$ cat src/rtl/uart_pkg.sv
// Shared UART definitions: transmitter FSM encoding, line level and defaults.
// The receive path imports this package as well.
package uart_pkg;

  // Transmit FSM state encoding (3-bit)
  typedef enum logic [2:0] {
    ST_IDLE   = 3'd0,
    ST_START  = 3'd1,
    ST_DATA   = 3'd2,
    ST_PARITY = 3'd3,
    ST_STOP   = 3'd4
  } tx_state_t;

  // 100 MHz clock, 115200 baud
  localparam int CLKS_PER_BIT_DEFAULT = 868;

  // Idle (mark) level of the serial line
  localparam logic LINE_IDLE = 1'b1;

  // Parity over the low nbits of data; odd selects odd parity sense.
  function automatic logic parity_bit(input logic [8:0] data, input int nbits, input logic odd);
    logic p;
    p = odd;
    for (int i = 0; i < 9; i++) begin
      if (i < nbits) begin
        p = p ^ data[i];
      end
    end
    return p;
  endfunction

endpackage

$ cat src/rtl/uart_baud_gen.sv
// Bit-period timer: counts 0..CLKS_PER_BIT-1 and flags the terminal count.
// A clear restarts the period so a new bit always lasts a full period.
module uart_baud_gen
  import uart_pkg::*;
#(
  parameter int CLKS_PER_BIT = CLKS_PER_BIT_DEFAULT
) (
  input  logic clock,
  input  logic reset,
  input  logic clear,
  output logic bit_tick
);

  localparam int CNT_W = $clog2(CLKS_PER_BIT);
  localparam logic [CNT_W-1:0] CNT_LAST = CNT_W'(CLKS_PER_BIT - 1);

  logic [CNT_W-1:0] cnt_reg;
  logic [CNT_W-1:0] cnt_next;

  assign bit_tick = (cnt_reg == CNT_LAST);

  // Next count: wrap on terminal count, restart on clear
  always_comb begin
    cnt_next = cnt_reg + CNT_W'(1);
    if (clear || bit_tick) begin
      cnt_next = '0;
    end
  end

  // Counter register
  always_ff @(posedge clock) begin
    if (reset) begin
      cnt_reg <= '0;
    end else begin
      cnt_reg <= cnt_next;
    end
  end

endmodule

$ cat src/rtl/uart_tx_frame.sv
// UART transmitter: accepts one word per valid/ready handshake and sends
// start, LSB-first data, optional parity and stop bits on a registered line.
// tx_out is registered from the current state, so the line lags the FSM by
// one clock; this gives exactly one extra idle-high clock between frames.
module uart_tx_frame
  import uart_pkg::*;
#(
  parameter int CLKS_PER_BIT = CLKS_PER_BIT_DEFAULT,
  parameter int DATA_BITS    = 8,
  parameter int PARITY_EN    = 0,
  parameter int PARITY_ODD   = 0,
  parameter int STOP_BITS    = 1
) (
  input  logic                 clock,
  input  logic                 reset,
  input  logic [DATA_BITS-1:0] tx_data,
  input  logic                 tx_valid,
  output logic                 tx_ready,
  output logic                 tx_out,
  output logic                 tx_busy,
  output logic                 tx_done
);

  localparam logic [3:0] LAST_DATA = 4'(DATA_BITS - 1);
  localparam logic [3:0] LAST_STOP = 4'(STOP_BITS - 1);
  localparam logic       PAR_ODD   = (PARITY_ODD != 0);

  tx_state_t            state_reg,   state_next;
  logic [3:0]           bit_cnt_reg, bit_cnt_next;
  logic [DATA_BITS-1:0] shift_reg,   shift_next;
  logic [DATA_BITS-1:0] data_reg,    data_next;
  logic                 tx_out_reg,  tx_out_next;
  logic                 done_reg,    done_next;

  logic                 bit_tick;
  logic                 handshake;
  logic                 state_change;
  logic                 parity_val;
  logic [DATA_BITS-1:0] shifted;
  logic [8:0]           data_wide;

  // Ready is forced low while reset is held so nothing is accepted then
  assign tx_ready     = (state_reg == ST_IDLE) && !reset;
  assign handshake    = tx_valid && tx_ready;
  assign tx_busy      = (state_reg != ST_IDLE);
  assign tx_out       = tx_out_reg;
  assign tx_done      = done_reg;
  assign state_change = (state_next != state_reg);

  // Parity comes from the copy latched at the handshake, not live tx_data
  assign data_wide  = 9'(data_reg);
  assign parity_val = parity_bit(data_wide, DATA_BITS, PAR_ODD);

  // Right shift of the transmit register, zero filled at the MSB
  genvar gi;
  generate
    for (gi = 0; gi < DATA_BITS; gi++) begin : g_shift
      if (gi == DATA_BITS - 1) begin : g_msb
        assign shifted[gi] = 1'b0;
      end else begin : g_low
        assign shifted[gi] = shift_reg[gi+1];
      end
    end
  endgenerate

  // Bit timer restarts on the handshake and on every state change
  uart_baud_gen #(
    .CLKS_PER_BIT(CLKS_PER_BIT)
  ) u_baud (
    .clock   (clock),
    .reset   (reset),
    .clear   (state_change),
    .bit_tick(bit_tick)
  );

  // Next-state, line level and datapath updates
  always_comb begin
    state_next   = state_reg;
    bit_cnt_next = bit_cnt_reg;
    shift_next   = shift_reg;
    data_next    = data_reg;
    tx_out_next  = LINE_IDLE;
    done_next    = 1'b0;
    case (state_reg)
      ST_IDLE: begin
        tx_out_next = LINE_IDLE;
        if (handshake) begin
          state_next = ST_START;
          shift_next = tx_data;
          data_next  = tx_data;
        end
      end
      ST_START: begin
        tx_out_next = 1'b0;
        if (bit_tick) begin
          state_next = ST_DATA;
        end
      end
      ST_DATA: begin
        tx_out_next = shift_reg[0];
        if (bit_tick) begin
          shift_next = shifted;
          if (bit_cnt_reg == LAST_DATA) begin
            state_next = (PARITY_EN != 0) ? ST_PARITY : ST_STOP;
          end else begin
            bit_cnt_next = bit_cnt_reg + 4'd1;
          end
        end
      end
      ST_PARITY: begin
        tx_out_next = parity_val;
        if (bit_tick) begin
          state_next = ST_STOP;
        end
      end
      ST_STOP: begin
        tx_out_next = LINE_IDLE;
        if (bit_tick) begin
          if (bit_cnt_reg == LAST_STOP) begin
            state_next = ST_IDLE;
            done_next  = 1'b1;
          end else begin
            bit_cnt_next = bit_cnt_reg + 4'd1;
          end
        end
      end
      default: begin
        state_next = ST_IDLE;
      end
    endcase
    if (state_next != state_reg) begin
      bit_cnt_next = '0;
    end
  end

  // State, counters, shift register and registered line output
  always_ff @(posedge clock) begin
    if (reset) begin
      state_reg   <= ST_IDLE;
      bit_cnt_reg <= '0;
      shift_reg   <= '0;
      data_reg    <= '0;
      tx_out_reg  <= LINE_IDLE;
      done_reg    <= 1'b0;
    end else begin
      state_reg   <= state_next;
      bit_cnt_reg <= bit_cnt_next;
      shift_reg   <= shift_next;
      data_reg    <= data_next;
      tx_out_reg  <= tx_out_next;
      done_reg    <= done_next;
    end
  end

endmodule
$ cat config.mk
export PLATFORM = sky130hd
export DESIGN_NAME = uart_tx_frame
export DESIGN_NICKNAME = d
export VERILOG_FILES = /design/src/rtl/uart_pkg.sv /design/src/rtl/uart_baud_gen.sv /design/src/rtl/uart_tx_frame.sv
export SDC_FILE = /design/constraint.sdc
export NUM_CORES = 1
export LEC_CHECK = 0
export BUFFER_PORTS_ARGS = -buffer_cell sky130_fd_sc_hd__buf_4
export CORE_MARGIN = 2
export CORE_UTILIZATION = 60
export CTS_CLUSTER_SIZE = 40
export DETAILED_ROUTE_END_ITERATION = 8
export HOLD_SLACK_MARGIN = 0.12
export PLACE_DENSITY = 0.78
export SLEW_MARGIN = 30
export SYNTH_ARGS = -nofsm -noshare
export SYNTH_HDL_FRONTEND = slang
export SYNTH_SLANG_ARGS = --single-unit
$ cat constraint.sdc
create_clock -name clock -period 4.4 [get_ports clock]
set_input_delay 0.66 -clock clock [delete_from_list [all_inputs] [get_ports clock]]
set_output_delay 0.66 -clock clock [all_outputs]
set_load 0.02 [all_outputs]
==> impl_metrics.json <==
{
  "fin_area_um2": 1970,
  "worst-setup-path-type": "reg -> reg",
  "cpLargestDelayFamily": "simple AND/OR/NAND/NOR gates",
  "cts_buffer_depth": 2,
  "drt-total-wl_mm": 3.60,
  "worst_pin_slew_ps": 733,
  "synthToLayoutAreaGrowth_pct": 9.92,
  "first_pass_iters": 6,
  "drtIter0Drc": 82,
  "grt_max_degree": 24,
  "drc": 2,
  "chipHeight_um": 58.6,
  "final_max_slew_viol_count": 0,
  "slew_headroom_pct": 51.1,
  "synthCells": 204,
  "period_needed_ps": 2160,
  "synth_edf_count": 0,
  "grt_pass1_vias": 1321,
  "fp-row-count": 19,
  "yosysUniqueCellTypes": 46,
  "reg2regPathDepth": 5,
  "finalPower_mw": 0.653,
  "async_flop_share_pct": 0,
  "grt-ovfl-total": 0,
  "power_density_nw_per_um2": 332,
  "hpwl_mm": 2.51,
  "cts_resized": 0,
  "cts_tree": "yes",
  "synth_seq_area_share_pct": 39.1,
  "synthFlopType": "dfxtp_1",
  "leakagePower_nw": 0.710,
  "routabilityCongestion": 0.825,
  "hold_depth": 2,
  "core_region_area_um2": 2810,
  "hold_buffers": 0,
  "dp.cells": 239,
  "finalSetupTns_ps": 0,
  "h-tree-depth": 2,
  "crit_fanout": 17,
  "hold_viol_final": 0,
  "worstPathArrival_ps": 2440,
  "fin_util_pct": 70.2,
  "synth_fp_nets": 218,
  "hold_class": "reg -> reg",
  "fmax_ghz": 0.464,
  "violations": "design-rule violations",
  "initial_core_util_pct": 63.8,
  "ioPinCount": 15,
  "setup_slack_ps": 2240,
  "dieArea_um2": 3440,
  "fin_cells": 247,
  "vdd_ir_drop_max_v": 0.000217,
  "antenna_found_initial": 0,
  "maxCapViolCount": 0,
  "rsz0062_at_grt": "false",
  "syn_avg_cell_area_um2": 8.78,
  "finalSetupViolCount": 0,
  "cts.reportedPaths.clkPinSlew_ps": 110,
  "vias_per_cell": 6.06,
  "crit_buf_inv": 1,
  "slowest_stage": "dfxtp_1",
  "outcome": "finished with violations",
  "grt_pass1_wl_mm": 6.01,
  "root_buffer": "clkbuf_4",
  "startpoint_type": "flip-flop",
  "post-cts-setup-buffers": 0,
  "period_share_pct": 49.0,
  "n_antenna_cell": 0,
  "die_width_um": 58.6,
  "finClkSkew_ps": 9.28,
  "cp_cell_sequence": "nor3b_1 -> buf_4 -> nand4_1 -> a21o_1 -> a21oi_1",
  "cts_buffers": 5,
  "hold_slack_ps": 472,
  "synth_area_um2": 1790,
  "clock_sinks": 35,
  "clk_latency_ps": 350,
  "cp_num_cells": 5,
  "io_buffer_count": 14,
  "largest_reg_flops": 10,
  "grt_use_total_pct": 23.1,
  "nNetsFinal": 229,
  "drive_gt1_share_pct": 13.4,
  "synth-seq-cells": 35,
  "postRouteAntennaNets": 0,
  "critPathMaxStageDelay_ps": 670,
  "vias": 1497,
  "placed_area_um2": 1880,
  "pre_cts_ws_ps": 2160,
  "synth_warnings": 0,
  "routedWlPerCell_um": 14.6,
  "end_kind": "flip-flop",
  "cp_data_required_time_ps": 4680
}
## layout make-up
type	count	area, um2
inverter	5	18.8
clock buffer	6	51.3
sequential	35	701
fill	240	837
clock inverter	2	35.0
multi-input combinational	153	1010
tap	31	38.8
timing repair buffer	15	113
## path summary, 6_finish.rpt
path,startpoint,to,slack [ps]
worst max-delay path,state_reg[1],shift_reg[1],2240
worst min-delay path,shift_reg[6],shift_reg[6],470
worst min register to register,shift_reg[6],shift_reg[6],470
worst max register to register,state_reg[1],shift_reg[1],2240
## routing by layer
| layer | global-route usage [%] | part of all wire (%) | vias to the layer above |
|---|---|---|---|
| met5 | 0 | 0 | - |
| met4 | 10.7 | 2.1 | 0 |
| met3 | 7.03 | 5.0 | 10 |
| met2 | 35.2 | 46 | 32 |
| met1 | 30.2 | 47 | 695 |
| li1 | - | - | 760 |
## synth_stat cells, types with 4 or more instances
cell type / instances / share of area [%]
nor3b_1: 5 / 2.1
nor2_1: 13 / 2.7
xnor2_1: 8 / 3.9
xor2_1: 8 / 3.9
nand3_1: 14 / 3.9
nand4_1: 8 / 2.8
a211oi_1: 4 / 1.7
o21ai_0: 5 / 1.4
nor3_1: 4 / 1.1
inv_1: 5 / 1.0
a21oi_1: 18 / 5.0
a21o_1: 7 / 2.9
clkbuf_1: 5 / 1.0
dfxtp_1: 35 / 39
nand2_1: 18 / 3.8
mux2i_1: 7 / 3.9
## kinds of logic (layout without fill, tap and decap cells)
logic type               after synthesis  count (layout)  synth area share [%]
multiplexers                           7               7                  3.91
buffers and inverters                 16              28                  4.40
AO/OA/AOI/OAI                         42              42                  14.9
AND/OR/NAND/NOR                       85              85                  27.7
flip-flops                            35              35                  39.1
adder cells (fa/ha/maj)                3               3                  2.10
XOR/XNOR                              16              16                  7.83
## worst reg2reg max path, cell delays in order (launching register included)
cell and delay [ps]:
dfxtp_1 670, nor3b_1 250, buf_4 220, nand4_1 480
a21o_1 340, a21oi_1 140
## cell usage in the layout, fill, tap and decap left out, types with 2 or more instances in the layout
cell type  synthesis  final
nand4_1            8      8
a211oi_1           4      4
or4_1              2      2
clkbuf_4           0      5
o21ai_0            5      5
inv_1              5      5
dfxtp_1           35     35
nor4_1             2      2
ha_1               3      3
buf_4              2     15
xor2_1             8      8
nand3_1           14     14
nor2_1            13     13
or3_1              2      2
nor3b_1            5      5
mux2i_1            7      7
nor3_1             4      4
a21o_1             7      7
xnor2_1            8      8
and3_1             3      3
nand2_1           18     18
a21oi_1           18     18
## power breakdown
group	total [mW]	internal (mW)	switching [mW]
sequential	0.339	0.328	0.0110
clock	0.247	0.134	0.113
combinational	0.0663	0.0302	0.0361
No activity file was read; power rests on OpenSTA's default activity.
